**src/rtl/fsm_pantalla_pkg.sv**
```systemverilog
// Shared constants for the screen-edit controller and the character generator.
// Group codes, button bit indices and small group-decoding helpers.
package fsm_pantalla_pkg;

  localparam logic [1:0] EDIT_NONE  = 2'd0;
  localparam logic [1:0] EDIT_TIMER = 2'd1;
  localparam logic [1:0] EDIT_FECHA = 2'd2;
  localparam logic [1:0] EDIT_HORA  = 2'd3;

  localparam int unsigned BTN_OK     = 0;
  localparam int unsigned BTN_NEXT   = 1;
  localparam int unsigned BTN_PREV   = 2;
  localparam int unsigned BTN_CANCEL = 3;

  typedef enum logic [0:0] {StIdle, StEdit} state_e;

  // sw is packed as {timer, fecha, hora}; hora has the highest priority.
  function automatic logic [1:0] pick_group(logic [2:0] sw);
    logic [1:0] grp;
    grp = EDIT_NONE;
    if (sw[0]) begin
      grp = EDIT_HORA;
    end else if (sw[1]) begin
      grp = EDIT_FECHA;
    end else if (sw[2]) begin
      grp = EDIT_TIMER;
    end
    return grp;
  endfunction

  function automatic logic group_sw(logic [1:0] grp, logic [2:0] sw);
    logic on;
    on = 1'b0;
    case (grp)
      EDIT_TIMER: on = sw[2];
      EDIT_FECHA: on = sw[1];
      EDIT_HORA:  on = sw[0];
      default:    on = 1'b0;
    endcase
    return on;
  endfunction

endpackage

```
**src/rtl/fsm_pantalla_btn_edge.sv**
```systemverilog
// Rising-edge detector for the edit buttons.
// History resets to all ones so a button held through reset is not a press.
module fsm_pantalla_btn_edge #(
  parameter int unsigned WIDTH = 4
) (
  input  logic             clk,
  input  logic             reset,
  input  logic [WIDTH-1:0] btn,
  output logic [WIDTH-1:0] rise
);

  logic [WIDTH-1:0] btn_q;

  always_ff @(posedge clk) begin
    if (reset) begin
      btn_q <= '1;
    end else begin
      btn_q <= btn;
    end
  end

  assign rise = btn & ~btn_q;

endmodule

```
**src/rtl/fsm_pantalla.sv**
```systemverilog
// Screen-edit controller: selects the edited field group and the active
// two-digit position inside it, and registers the mode switches.
module fsm_pantalla
  import fsm_pantalla_pkg::*;
#(
  parameter int unsigned NUM_POS = 3
) (
  input  logic       clk,
  input  logic       reset,
  input  logic       sw_timer,
  input  logic       sw_fecha,
  input  logic       sw_hora,
  input  logic [3:0] boton_ed,
  output logic [1:0] FSMedit,
  output logic [1:0] FSMpos,
  output logic [2:0] switches
);

  localparam logic [1:0] PosMax = 2'(NUM_POS);

  logic [2:0] sw;
  logic [3:0] rise;
  state_e     state_q, state_d;
  logic [1:0] grp_q, grp_d;
  logic [1:0] pos_q, pos_d;
  logic [2:0] sw_q;

  assign sw = {sw_timer, sw_fecha, sw_hora};

  fsm_pantalla_btn_edge #(
    .WIDTH(4)
  ) u_btn_edge (
    .clk  (clk),
    .reset(reset),
    .btn  (boton_ed),
    .rise (rise)
  );

  always_ff @(posedge clk) begin
    if (reset) begin
      state_q <= StIdle;
      grp_q   <= EDIT_NONE;
      pos_q   <= 2'd0;
      sw_q    <= 3'b000;
    end else begin
      state_q <= state_d;
      grp_q   <= grp_d;
      pos_q   <= pos_d;
      sw_q    <= sw;
    end
  end

  always_comb begin
    state_d = state_q;
    grp_d   = grp_q;
    pos_d   = pos_q;
    unique case (state_q)
      StIdle: begin
        if (rise[BTN_OK] && (sw != 3'b000)) begin
          state_d = StEdit;
          grp_d   = pick_group(sw);
          pos_d   = 2'd1;
        end
      end
      StEdit: begin
        // Exit conditions outrank any position movement in the same cycle.
        if (!group_sw(grp_q, sw) || rise[BTN_OK] || rise[BTN_CANCEL]) begin
          state_d = StIdle;
          grp_d   = EDIT_NONE;
          pos_d   = 2'd0;
        end else if (rise[BTN_NEXT]) begin
          pos_d = (pos_q >= PosMax) ? 2'd1 : pos_q + 2'd1;
        end else if (rise[BTN_PREV]) begin
          pos_d = (pos_q <= 2'd1) ? PosMax : pos_q - 2'd1;
        end
      end
      default: begin
        state_d = StIdle;
        grp_d   = EDIT_NONE;
        pos_d   = 2'd0;
      end
    endcase
  end

  always_comb begin
    FSMedit  = (state_q == StEdit) ? grp_q : EDIT_NONE;
    FSMpos   = (state_q == StEdit) ? pos_q : 2'd0;
    switches = sw_q;
  end

endmodule

```
**config.mk**
```make
export PLATFORM = sky130hd
export DESIGN_NAME = fsm_pantalla
export DESIGN_NICKNAME = d
export VERILOG_FILES = /design/src/rtl/fsm_pantalla_pkg.sv /design/src/rtl/fsm_pantalla_btn_edge.sv /design/src/rtl/fsm_pantalla.sv
export SDC_FILE = /design/constraint.sdc
export NUM_CORES = 1
export LEC_CHECK = 0
export ABC_AREA = 1
export CAP_MARGIN = 20
export CORE_UTILIZATION = 46
export DETAILED_ROUTE_END_ITERATION = 8
export GPL_ROUTABILITY_DRIVEN = 0
export HOLD_SLACK_MARGIN = 0.06
export PLACE_DENSITY = 0.76
export SYNTH_ARGS = -nofsm -noshare
export SYNTH_HDL_FRONTEND = slang
export SYNTH_HIERARCHICAL = 1
export SYNTH_SLANG_ARGS = --single-unit
export TNS_END_PERCENT = 5
```
**constraint.sdc**
```tcl
create_clock -name clk -period 1.39 [get_ports clk]
set_input_delay 0.2085 -clock clk [delete_from_list [all_inputs] [get_ports clk]]
set_output_delay 0.2085 -clock clk [all_outputs]
set_load 0.1 [all_outputs]
```
* Word-level counts from Yosys, hierarchy flattened *
Cells that the tools add are included.

storage, ports and cells
  register bits after elaboration = 12
  input port bits = 9
  output and inout port bits = 7
  word-level logic and storage cells = 45

cells by class
  equal/unequal tests = 6
  bitwise gates (word level) = 3
  reduce and logical (&&, ||, !) cells = 7
  order comparisons = 2
  mux-type cells = 20
  add/sub/neg operators = 2

operators with widths
  kind                 count
  $mux 2               12
  $pmux 2 s2           2
  $and 4x4->4          1
  $eq 2x2->1 const B   2
  $mux 1               4
  $ne 4x3->1 const B   1
  $not 4->4            1
  $reduce_and 2->1     2
  $pmux 1 s3           1
  $reduce_bool 3->1    1
  $add 2x1->2 const B  1
  $eq 2x1->1 const B   1
  $ge 2x2->1 const B   1
  $le 2x1->1 const B   1
  $logic_or 1x1->1     2
  $ne 2x1->1 const B   1
  $ne 2x2->1 const B   1
  $pmux 1 s2           1
  $sub 2x1->2 const B  1
  $logic_and 1x1->1    1
  $logic_not 1->1      1
  $not 1->1            1

* Logic depth before layout (Yosys ltp) *
  depth in word-level cells = 8
  mapped depth = 9
  depth with buffers taken out = 9

* Modules after synthesis *
The synthesis kept the hierarchy.

modules (own cells, without submodules)
  module                 instances  area each (sq um)  sequential area each (sq um)  cells each
  fsm_pantalla           1          489.2              160.2                         76
  fsm_pantalla_btn_edge  1          138.9              80.1                          17

* Worst setup path before layout *
Ideal clock, no wire load.

  path type = register to output
  from = register state_q
  to = output port FSMpos[0]
  arrival = 1082 ps
  cell stages (with the launch flop) = 4
  buffers on the path = 1
  slack = 99 ps
  data required time = 1182 ps
  cell sequence = dfxtp_1 > buf_4 > nand2_1 > inv_1

on the way
  cells in the longest elaborated chain, start to end = 1

RTL lines
  what                      line                RTL
  start: declaration        fsm_pantalla.sv:23  state_e state_q, state_d;
  start signal: assignment  fsm_pantalla.sv:41  state_q <= StIdle;
  start signal: assignment  fsm_pantalla.sv:46  state_q <= state_d;
  $mux 2                    fsm_pantalla.sv:87  FSMpos = (state_q == StEdit) ? pos_q : 2'd0;
  end: declaration          fsm_pantalla.sv:15  output logic [1:0] FSMpos,

No other way between the ends.

* Worst setup path in the final report *
  from = register state_q
  to = output port FSMedit[0]

on the way
  cells in the longest elaborated chain, start to end = 1

RTL lines
  what              line                RTL
  $mux 2            fsm_pantalla.sv:86  FSMedit = (state_q == StEdit) ? grp_q : EDIT_NONE;
  end: declaration  fsm_pantalla.sv:14  output logic [1:0] FSMedit,

No other way between the ends.

==> out/metrics.csv <==
metric;value;unit
yosysTopAreaCellShare;0.382;
reg2reg_slack;0.20;ns
clk_pin_slew;0.07;ns
port_buffers;15;
max-slew-margin-rel;0.798;
ys_seq_area_frac;0.382;
grt_usage;0.197;
io_pins;16;
htree_num_levels;1;
finalWorstSetupSlack;0.112;ns
finalCriticalPeriod;1.28;ns
synth_top_cells_by_area;dfxtp_1 38%, nand2_1 14%, inv_1 13%;
worstMarginPinSlew;0.303;ns
syn-instance-count;93;
viasPerCell;4.49;
cp_data_arrival_time;1.07;ns
area_growth;46.4;%
p_leak;0.459;nW
routed_wl;1180;µm
hold_violations;0;
cts_tree;built;
placed_cell_area;896;µm²
grt_pass1_vias;506;
rsz0062_at_grt;false;
fin_area;920;µm²
timing.final.crit_share;0.919;
core_area;0.00119;mm²
worst-setup-path-type;flop to primary output;
ir_drop;678;µV
synth_ff_type;dfxtp_1;
final_layout_size_suffix_gt1_frac;0.235;
end_kind;primary output;
instances_no_fill;129;
antenna_left;0;
cap_violations;0;
place_inst;126;
antenna_found_initial;0;
fmax;0.782;GHz
critPathMaxFanout;10;
final_nets;129;
clock_skew;0.00248;ns
max_stage_delay;0.44;ns
netlist_area;628;µm²
die_h;39.0;µm
antenna_cells;0;
grt_max_degree;11;
cp_slowest_cell;dfxtp_2;
synth_top_area_cell;dfxtp_1;
ys_warn_count;6;
die_w;39.0;µm
cts_sinks;12;
synth_area_per_cell;6.75;µm²
cts_root_buf;clkbuf_4;
clock_path_buffers;2;
dpl.hpwl;907;µm
drc_errors;0;
worstPathRequired;1.18;ns
fillCellCount;96;
rows;12;
async_flop_share;0;
drv_slew;0;
cp_cell_sequence;nand2_1, inv_1, buf_12;
insertion_delay;0.27;ns
status;complete, no violations;
yosys.cell_types.count;17;
drt_pass1_iterations;4;
power;0.753;mW
p_per_area;819;mW/mm²
setup_viol;0;
grt_overflow;0;
grt_pass1_wl;1970;µm
routedWlPerCell;9.11;µm
dieArea;0.00152;mm²
synth_nets;105;
worst-path-buf-inv;2;
crit_family;flip-flops;
cts_buffers;3;
synth_seq_cells;12;
synth.most_common_cell;nand2_1;
start_util;0.530;
hold_buffers;0;
post-cts-setup-buffers;0;
start_kind;flop;
synth_edf_count;0;
ys_top_cells_by_count;24 x nand2_1, 21 x inv_1, 12 x dfxtp_1, 9 x nor2_1, 6 x a21oi_1;
hold_path_class;input pin to flop;
route.vias.total;579;
drt_iter0_drc;13;
dp_slack;-0.0261;ns
[worst reg2reg max path, cell delays in order, from the launching register on]
cell and delay (ns):
dfxtp_1 0.31, buf_4 0.14, ha_1 0.20, a21oi_1 0.16, nor2_1 0.06, o21ai_1 0.13, nand2_1 0.06, nor2_1 0.09
[logic make-up after synthesis]
group	share of synthesized area
buf+inv	0.151
fa+ha+maj	0.0598
flops	0.382
compound gates	0.0717
simple gates	0.335
[sequential cells by signal, summed over array words and instances, names as in the netlist]
signal            flops
grp_q                 2
u_btn_edge/btn_q      4
state_q               1
pos_q                 2
switches              3
[area by class of cell]
| type | instances | area [µm²] | area share |
|---|---|---|---|
| Sequential cell | 12 | 241 | 0.263 |
| Inverter | 23 | 87.6 | 0.0952 |
| Multi-Input combinational cell | 57 | 293 | 0.318 |
| Tap cell | 14 | 17.5 | 0.0190 |
| Timing Repair Buffer | 20 | 258 | 0.280 |
| Clock buffer | 3 | 22.5 | 0.0245 |
[metal layers]
| metal | part of all wire | up-vias | routed length (µm) | global-route usage |
|---|---|---|---|---|
| li1 | - | 322 | - | - |
| met1 | 0.50 | 244 | 585 | 0.236 |
| met2 | 0.46 | 13 | 545 | 0.317 |
| met3 | 0.038 | 0 | 45 | 0.0520 |
| met4 | 0 | 0 | 0 | 0.103 |
| met5 | 0 | - | 0 | 0 |
[worst paths after layout]
| kind | start | to | cells past startpoint |
|---|---|---|---|
| worst max register to register | pos_q[0] | pos_q[0] | 7 |
| worst max-delay path | state_q | FSMedit[0] | 3 |
| worst min register to register | grp_q[1] | grp_q[1] | 2 |
| worst min-delay path | boton_ed[3] | u_btn_edge/btn_q[3] | 3 |
[power by group]
group	internal [mW]	switching, mW	leakage, nW
logic	0.0734	0.0938	0.345
registers	0.362	0.0151	0.0997
clock network	0.100	0.108	0.0138
[per-stage QoR]
stage / utilization / setup TNS [ns] / hold WS [ns]
finish: 0.775 / 0 / 0.502
global route: 0.775 / 0 / 0.520
CTS: 0.775 / 0 / 0.502
detailed placement: 0.755 / -0.0678 / 0.518
global placement: 0.755 / -0.0166 / 0.503
floorplan: - / 0 / 0.278
[repair_timing]
item                                    CTS  global route
resized for setup                         1             0
endpoints found under the setup margin    3             0
hold endpoints to repair                  0             0
[placed cells by master, fill, tap and decap left out, drive strengths merged]
cell type and instances:
nand2 25, inv 22, nor2 14, dfxtp 12, buf 12, clkdlybuf4s50 8
a21oi 6, nand3 4, ha 3, clkbuf 3, o21ai 3, nand4 2
clkinv 1
No activity file was read; power rests on OpenSTA's default activity.
